`src/rtl/shooter_control_if.sv`:
```
// VGA stream bundle shared by the overlay chain: timing plus 12-bit rgb.
interface vga_if;
  logic [10:0] hcount;
  logic [10:0] vcount;
  logic        hsync;
  logic        vsync;
  logic        hblnk;
  logic        vblnk;
  logic [11:0] rgb;

  modport in  (input  hcount, vcount, hsync, vsync, hblnk, vblnk, rgb);
  modport out (output hcount, vcount, hsync, vsync, hblnk, vblnk, rgb);
endinterface

```
`src/rtl/shooter_control.sv`:
```
// Shooter-mode round controller: the CPU keeper dives to a pseudo-random zone, the player
// clicks a shot inside the goal mouth, and keeper/marker are overlaid on the VGA stream.
module shooter_control #(
  parameter int         TICKS_PER_SEC = 65_019_506,
  parameter int         AIM_SECONDS   = 3,
  parameter int         GOAL_X0       = 212,
  parameter int         GOAL_Y0       = 234,
  parameter int         GOAL_W        = 600,
  parameter int         GOAL_H        = 300,
  parameter int         MARK_W        = 8,
  parameter logic [1:0] SHOOTER       = 2'd2
) (
  input  logic        clk,
  input  logic        rst,
  input  logic [11:0] xpos,
  input  logic [11:0] ypos,
  input  logic        mouse_left,
  input  logic [1:0]  game_state,
  output logic        is_scored,
  output logic        round_done,
  vga_if.in           in,
  vga_if.out          out
);

  localparam int CW = (TICKS_PER_SEC > 1) ? $clog2(TICKS_PER_SEC) : 1;
  localparam int SW = $clog2(AIM_SECONDS + 1);
  localparam logic [CW-1:0] TICK_LAST = CW'(TICKS_PER_SEC - 1);
  localparam logic [SW-1:0] AIM_LAST  = SW'(AIM_SECONDS - 1);
  localparam logic [11:0] X0     = 12'(GOAL_X0);
  localparam logic [11:0] Y0     = 12'(GOAL_Y0);
  localparam logic [11:0] X1     = 12'(GOAL_X0 + GOAL_W);
  localparam logic [11:0] Y1     = 12'(GOAL_Y0 + GOAL_H);
  localparam logic [11:0] ZONE_W = 12'(GOAL_W / 3);
  localparam logic [11:0] MW     = 12'(MARK_W);

  typedef enum logic [2:0] {
    IDLE, ENGAGE, AIM, SHOT, RESULT, GOAL, SAVED, TERMINATE
  } state_t;

  state_t state, next_state;

  logic [15:0]   lfsr;
  logic          mouse_q, mouse_qq, click;
  logic [CW-1:0] cnt;
  logic [SW-1:0] sec;
  logic [1:0]    zone;
  logic [11:0]   shot_x, shot_y;
  logic          shot_valid;
  logic [11:0]   col_x0;
  logic          tick_last, aim_last, aim_hit, goal_hit, shooter;

  logic [11:0] px, py, mark_rgb, pix_rgb;
  logic        draw, in_keeper, in_mark;
  logic [10:0] s1_hcount, s1_vcount;
  logic        s1_hsync, s1_vsync, s1_hblnk, s1_vblnk;
  logic [11:0] s1_rgb;

  assign shooter   = (game_state == SHOOTER);
  assign click     = mouse_q & ~mouse_qq;
  assign col_x0    = X0 + 12'(zone) * ZONE_W;
  assign tick_last = (cnt == TICK_LAST);
  assign aim_last  = tick_last && (sec == AIM_LAST);
  assign aim_hit   = click && xpos >= X0 && xpos < X1 && ypos >= Y0 && ypos < Y1;
  assign goal_hit  = shot_valid && !(shot_x >= col_x0 && shot_x < col_x0 + ZONE_W);

  always_ff @(posedge clk or negedge rst) begin
    if (!rst) state <= IDLE;
    else      state <= next_state;
  end

  // A valid click on the last timeout cycle wins over the timeout; leaving shooter mode aborts silently.
  always_comb begin
    next_state = state;
    case (state)
      IDLE:        if (shooter) next_state = ENGAGE;
      ENGAGE:      next_state = AIM;
      AIM:         if (aim_hit || aim_last) next_state = SHOT;
      SHOT:        if (tick_last) next_state = RESULT;
      RESULT:      next_state = goal_hit ? GOAL : SAVED;
      GOAL, SAVED: if (tick_last) next_state = TERMINATE;
      TERMINATE:   next_state = IDLE;
      default:     next_state = IDLE;
    endcase
    if (state != IDLE && !shooter) next_state = IDLE;
  end

  always_ff @(posedge clk or negedge rst) begin
    if (!rst) begin
      lfsr       <= 16'hACE1;
      mouse_q    <= 1'b0;
      mouse_qq   <= 1'b0;
      cnt        <= '0;
      sec        <= '0;
      zone       <= 2'd0;
      shot_x     <= 12'd0;
      shot_y     <= 12'd0;
      shot_valid <= 1'b0;
      is_scored  <= 1'b0;
      round_done <= 1'b0;
    end else begin
      lfsr       <= {lfsr[14:0], lfsr[15] ^ lfsr[13] ^ lfsr[12] ^ lfsr[10]};
      mouse_q    <= mouse_left;
      mouse_qq   <= mouse_q;
      is_scored  <= (next_state == GOAL);
      round_done <= (next_state == TERMINATE);
      case (state)
        ENGAGE: begin
          zone <= (lfsr[1:0] == 2'd3) ? 2'd1 : lfsr[1:0];
          cnt  <= '0;
          sec  <= '0;
        end
        AIM: begin
          if (aim_hit) begin
            shot_x     <= xpos;
            shot_y     <= ypos;
            shot_valid <= 1'b1;
            cnt        <= '0;
          end else if (tick_last) begin
            cnt <= '0;
            if (aim_last) shot_valid <= 1'b0;
            else          sec <= sec + 1'b1;
          end else begin
            cnt <= cnt + 1'b1;
          end
        end
        SHOT, GOAL, SAVED: cnt <= tick_last ? '0 : cnt + 1'b1;
        default:           cnt <= '0;
      endcase
    end
  end

  assign px        = {1'b0, in.hcount};
  assign py        = {1'b0, in.vcount};
  assign draw      = (state == SHOT) || (state == GOAL) || (state == SAVED);
  assign in_keeper = draw && px >= col_x0 && px < col_x0 + ZONE_W && py >= Y0 && py < Y1;
  assign in_mark   = draw && shot_valid && px >= shot_x && px < shot_x + MW &&
                     py >= shot_y && py < shot_y + MW;

  // Marker colour tracks the phase; the marker sits on top of the keeper box.
  always_comb begin
    mark_rgb = 12'hF00;
    if (state == SHOT)      mark_rgb = 12'hFFF;
    else if (state == GOAL) mark_rgb = 12'h0F0;
    pix_rgb = in.rgb;
    if (in_mark)        pix_rgb = mark_rgb;
    else if (in_keeper) pix_rgb = 12'h00F;
  end

  always_ff @(posedge clk or negedge rst) begin
    if (!rst) begin
      s1_hcount  <= '0;
      s1_vcount  <= '0;
      s1_hsync   <= 1'b0;
      s1_vsync   <= 1'b0;
      s1_hblnk   <= 1'b0;
      s1_vblnk   <= 1'b0;
      s1_rgb     <= '0;
      out.hcount <= '0;
      out.vcount <= '0;
      out.hsync  <= 1'b0;
      out.vsync  <= 1'b0;
      out.hblnk  <= 1'b0;
      out.vblnk  <= 1'b0;
      out.rgb    <= '0;
    end else begin
      s1_hcount  <= in.hcount;
      s1_vcount  <= in.vcount;
      s1_hsync   <= in.hsync;
      s1_vsync   <= in.vsync;
      s1_hblnk   <= in.hblnk;
      s1_vblnk   <= in.vblnk;
      s1_rgb     <= pix_rgb;
      out.hcount <= s1_hcount;
      out.vcount <= s1_vcount;
      out.hsync  <= s1_hsync;
      out.vsync  <= s1_vsync;
      out.hblnk  <= s1_hblnk;
      out.vblnk  <= s1_vblnk;
      out.rgb    <= s1_rgb;
    end
  end

endmodule

```
`src/flat_wrapper.sv`:
```
// flat-port wrapper written by rule: the top's interface ports become plain ports
module shooter_control_flat 
#(
  parameter int         TICKS_PER_SEC = 65_019_506,
  parameter int         AIM_SECONDS   = 3,
  parameter int         GOAL_X0       = 212,
  parameter int         GOAL_Y0       = 234,
  parameter int         GOAL_W        = 600,
  parameter int         GOAL_H        = 300,
  parameter int         MARK_W        = 8,
  parameter logic [1:0] SHOOTER       = 2'd2
)
  (clk, rst, xpos, ypos, mouse_left, game_state, is_scored, round_done, in_hcount, in_vcount, in_hsync, in_vsync, in_hblnk, in_vblnk, in_rgb, out_hcount, out_vcount, out_hsync, out_vsync, out_hblnk, out_vblnk, out_rgb);
  vga_if in_i ();
  vga_if out_i ();
  input  logic clk;
  input  logic rst;
  input  logic [11:0] xpos;
  input  logic [11:0] ypos;
  input  logic mouse_left;
  input  logic [1:0] game_state;
  output logic is_scored;
  output logic round_done;
  input wire logic [$bits(in_i.hcount)-1:0] in_hcount;
  input wire logic [$bits(in_i.vcount)-1:0] in_vcount;
  input wire logic [$bits(in_i.hsync)-1:0] in_hsync;
  input wire logic [$bits(in_i.vsync)-1:0] in_vsync;
  input wire logic [$bits(in_i.hblnk)-1:0] in_hblnk;
  input wire logic [$bits(in_i.vblnk)-1:0] in_vblnk;
  input wire logic [$bits(in_i.rgb)-1:0] in_rgb;
  output wire logic [$bits(out_i.hcount)-1:0] out_hcount;
  output wire logic [$bits(out_i.vcount)-1:0] out_vcount;
  output wire logic [$bits(out_i.hsync)-1:0] out_hsync;
  output wire logic [$bits(out_i.vsync)-1:0] out_vsync;
  output wire logic [$bits(out_i.hblnk)-1:0] out_hblnk;
  output wire logic [$bits(out_i.vblnk)-1:0] out_vblnk;
  output wire logic [$bits(out_i.rgb)-1:0] out_rgb;
  assign in_i.hcount = in_hcount;
  assign in_i.vcount = in_vcount;
  assign in_i.hsync = in_hsync;
  assign in_i.vsync = in_vsync;
  assign in_i.hblnk = in_hblnk;
  assign in_i.vblnk = in_vblnk;
  assign in_i.rgb = in_rgb;
  assign out_hcount = out_i.hcount;
  assign out_vcount = out_i.vcount;
  assign out_hsync = out_i.hsync;
  assign out_vsync = out_i.vsync;
  assign out_hblnk = out_i.hblnk;
  assign out_vblnk = out_i.vblnk;
  assign out_rgb = out_i.rgb;
  shooter_control #(.TICKS_PER_SEC(TICKS_PER_SEC), .AIM_SECONDS(AIM_SECONDS), .GOAL_X0(GOAL_X0), .GOAL_Y0(GOAL_Y0), .GOAL_W(GOAL_W), .GOAL_H(GOAL_H), .MARK_W(MARK_W), .SHOOTER(SHOOTER)) u_core (.clk(clk), .rst(rst), .xpos(xpos), .ypos(ypos), .mouse_left(mouse_left), .game_state(game_state), .is_scored(is_scored), .round_done(round_done), .in(in_i), .out(out_i));
endmodule
```
`config.mk`:
```
export PLATFORM = sky130hd
export DESIGN_NAME = shooter_control_flat
export DESIGN_NICKNAME = d
export VERILOG_FILES = /design/src/rtl/shooter_control_if.sv /design/src/rtl/shooter_control.sv /design/src/flat_wrapper.sv
export SDC_FILE = /design/constraint.sdc
export NUM_CORES = 1
export LEC_CHECK = 0
export ABC_AREA = 1
export CAP_MARGIN = 20
export CORE_MARGIN = 1.5
export CORE_UTILIZATION = 45
export DETAILED_ROUTE_END_ITERATION = 12
export GPL_TIMING_DRIVEN = 0
export PLACE_DENSITY = 0.67
export SETUP_SLACK_MARGIN = 0.02
export SLEW_MARGIN = 20
export SYNTH_ARGS = -nofsm -noshare
export SYNTH_HDL_FRONTEND = slang
export SYNTH_SLANG_ARGS = --single-unit
```
`constraint.sdc`:
```
create_clock -name clk -period 3.55 [get_ports clk]
set_clock_uncertainty 0.05 [all_clocks]
set_input_delay 0.355 -clock clk [delete_from_list [all_inputs] [get_ports clk]]
set_output_delay 0.355 -clock clk [all_outputs]
set_load 0.01 [all_outputs]
```
==> summary by stage <==
Power
The peak supply drop is 340.3 µV. The share of total power dissipated in the clock network is 0.419. The fraction of power consumed by sequential logic is 0.446. The overall power of the completed layout is 4.130 mW. Internal power comes to 3.034 mW. The total power density per cell area is 414.8 nW/µm². The switching component of the power is 1.096 mW.

The switching part of the total power is 0.2654. The combinational cell fraction of total power is 0.135. For this design the static power due to leakage is 4.868 nW.

Worst setup path
The startpoint of the most critical register-to-register path is u_core.zone[0]. The critical path is of the reg2reg type. The peak fanout along the critical path is 11. The critical path starts at u_core.zone[0]. The worst setup path is captured at a flip-flop. The signal arrival time at the worst endpoint is 3.53 ns. STA puts the critical path data required time at 3.81 ns. The worst setup path is launched from a flip-flop.

Finish
The non-filler instance count after layout is 1279. Measured on the finished design, the core utilization comes to 0.5737. The synthesis-to-finish area growth is 24.19%. The cell area after layout is 9957 µm². 0 antenna diodes ended up in the layout. The layout filler cell count is 1566. The share of layout cells above drive strength 1 is 0.07685. The final-stage net count is 1191.

Logic synthesis
By area the synthesized netlist is led by dfrtp_1 (46%), ha_1 (13%), nand2_1 (9.7%). The share of the Yosys chip area taken by registers is 0.4819. The share of synthesized area in the top cell type comes to 0.4557.

The most used flip-flop cell after synthesis is dfrtp_1. The biggest area consumer among synthesized cells is dfrtp_1. The proportion of synthesized flip-flops having asynchronous set or reset is 1.000. Among all cell types in the netlist, the one instantiated most often is nand2_1. Synthesis instantiated 32 different standard cells from the library. The cell area after synthesis is 8018 µm². By count the netlist is led by nand2_1 (207), dfrtp_1 (146), nor2_1 (117).

In this run, synthesis produced a sequential element count of 154. In the synthesized netlist, the number of instances is 914. For this run, the number of Yosys warnings is 0.

In this run, synthesis inferred 0 flip-flops with an integrated enable. The net count of the mapped netlist is 1064. Each instance of the synthesized netlist takes up on average 8.772 µm².

Placement
Port buffering added 106 buffers. Summing all placed instances gives a cell area of 9393 µm². Routability-driven placement finished with a final weighted congestion of 0.8337.

After legalization and detailed placement, the total HPWL measured 13060 µm. Counting tap cells, the placed design contains a total of 1246 instances.

Drt
The routed layout has 6098 vias. The total length of routed wires is 17260 µm. The average vias per placed instance is 4.768. The number of nets with antenna violations after routing is 0.

In the routed design, unresolved DRC markers number 0. The routed wire length per instance is 13.49 µm. The number of iterations in the first detailed-routing pass is 6. The number of design-rule violations left by the first detailed-router iteration is 313.

Die
Row generation in the floorplan step produced 48 rows. The die height is 136.5 µm. The starting density of the core is 0.4619. The die covers 18630 µm².

107 I/O pins were placed. After floorplanning, the core was sized to cover 17360 µm². The horizontal extent of the die is 136.5 µm.

GRT
The first global-routing pass estimated 28790 µm of wire. The total overflow left after global routing is 0. The overall global routing resource usage is 0.2022. The number of antenna violations at the first check in global routing is 0. The number of global-route vias before repair was 6026. Entering global routing, the biggest net connects 94 pins.

CTS
The root buffer cell chosen for the clock tree is clkbuf_16. The total clock buffers created by CTS is 17. Post-CTS repair changed the size of 0 cells.

After clock tree synthesis, the clock-pin slew on the worst setup and hold paths is 0.06 ns. The CTS tree is yes. The largest buffer count on any clock path is 2.

The H-tree generated during clock tree synthesis spans 4 levels. After clock tree synthesis, the setup repair step added 0 buffers. CTS saw 154 sinks. For the worst-skew pair, the clock arrives at the later sink with an insertion delay of 0.43 ns.

After clock tree synthesis, the flow added hold-fix buffers numbering 1.

Timing
The smallest clock period supported by the final layout is computed as 3.273 ns. The number of hold violations in the final report is 0. Setup repair after global routing left no endpoint under its margin. The pin slew with the least headroom to its limit is 0.4813 ns. The final clock period utilization by the worst path is 0.9219. The setup-violating endpoint count in the final report is 0. The maximum operating frequency is 305.5 MHz. The headroom to the max-slew limit is 0.6791. The worst hold slack is 0.2933 ns.

The count of final max-slew check failures is 0.

Worst hold path
In this run the worst hold path is classified as reg2reg. In this run the most critical hold path is launched from u_core.lfsr[2].

Outcome
The run finished with clean final reports.

Job
Across the run, the number of max-cap violations was 0.
worst paths after layout:
| kind | to | slack, ns | cells past startpoint |
|---|---|---|---|
| min | u_core.lfsr[3] | 0.29 | 0 |
| max reg2reg | u_core.s1_rgb[6] | 0.28 | 16 |
| min in group asynchronous | u_core.s1_hcount[5] | 0.39 | 2 |
| max in group asynchronous | u_core.out.vcount[4] | 2.24 | 3 |
| max | u_core.s1_rgb[6] | 0.28 | 16 |
| min reg2reg | u_core.lfsr[3] | 0.29 | 0 |
area by class of cell:
cell class | instances | area (µm²) | area share
multi-input cells | 626 | 3630 | 0.3645
clock buffers | 20 | 436.7 | 0.04386
clock inverters | 12 | 117.6 | 0.01181
repair buffers | 108 | 1104 | 0.1108
inverters | 126 | 473.0 | 0.04750
well taps | 225 | 281.5 | 0.02827
plain buffers | 8 | 51.30 | 0.005152
flip-flops and latches | 154 | 3864 | 0.3880
layer usage:
metal / GRT usage / routed length, µm / share of wire / up-vias
met3: 0.03766 / 584 / 0.034 / 21
li1: - / - / - / 3153
met5: 0 / 0 / 0 / -
met4: 0.07329 / 264 / 0.015 / 0
met2: 0.3322 / 8265 / 0.48 / 108
met1: 0.2662 / 8141 / 0.47 / 2816
state kept, by name, indices dropped and copies added, names as in the netlist, 2 cells and up:
register	cells
u_core.lfsr	16
u_core.out.hcount	11
u_core.state	3
u_core.s1_vcount	11
u_core.cnt	26
u_core.shot_x	12
u_core.sec	2
u_core.s1_hcount	11
u_core.s1_rgb	12
u_core.shot_y	12
u_core.out.rgb	12
u_core.zone	2
u_core.out.vcount	11
power groups by stage:
stage,sequential (mW),combinational (mW),clock [mW]
after CTS,1.84,0.564,1.77
after detailed placement,1.87,0.560,0
final,1.84,0.557,1.73
after global routing,1.85,0.637,1.84
after floorplan,1.88,0.291,0
after global placement,1.87,0.542,0
stage by stage:
| stage | setup TNS, ns | worst slack, ns |
|---|---|---|
| detailed placement | 0 | 0.2789 |
| CTS | 0 | 0.2697 |
| global placement | -608.81 | -4.073 |
| finish | 0 | 0.2772 |
| global route | 0 | 0.02082 |
| floorplan | 0 | 0.8975 |
placed cells by master, fill, tap and decap left out, drive strengths merged:
cell type,instances
nor2,126
a21oi,28
nor4,2
nor3,18
a21boi,1
dlygate4sd3,1
ha,83
or2,1
nand4,16
bufinv,1
buf,9
inv,130
clkinvlp,7
and3,1
nand2,215
xnor2,13
o21bai,6
xor2,26
o21ai,29
clkdlybuf4s50,105
clkbuf,21
dfstp,8
nand3,49
nand3b,6
o21a,3
dfrtp,146
a21o,3
cell families after synthesis:
family | count (synthesis) | synth area share
and+or+nand+nor | 434 | 0.2328
DFF | 154 | 0.4819
buffers and inverters | 134 | 0.06539
adders and majority gates | 83 | 0.1295
AOI/OAI and AO/OA | 70 | 0.04775
xor gates and xnor gates | 39 | 0.04260
worst max-delay path, cell delays in order (launching register included):
cell	delay, ns
dfrtp_1	0.64
inv_1	0.31
ha_1	0.47
xor2_1	0.22
ha_1	0.33
inv_1	0.04
nor2_1	0.11
nand3_1	0.11
nor3_1	0.14
nor2_1	0.07
nor2_1	0.15
nand3_2	0.16
buf_6	0.18
nand2_2	0.06
inv_2	0.03
nand2_1	0.05
nand2_1	0.04
(Power assumes the default switching activity.)
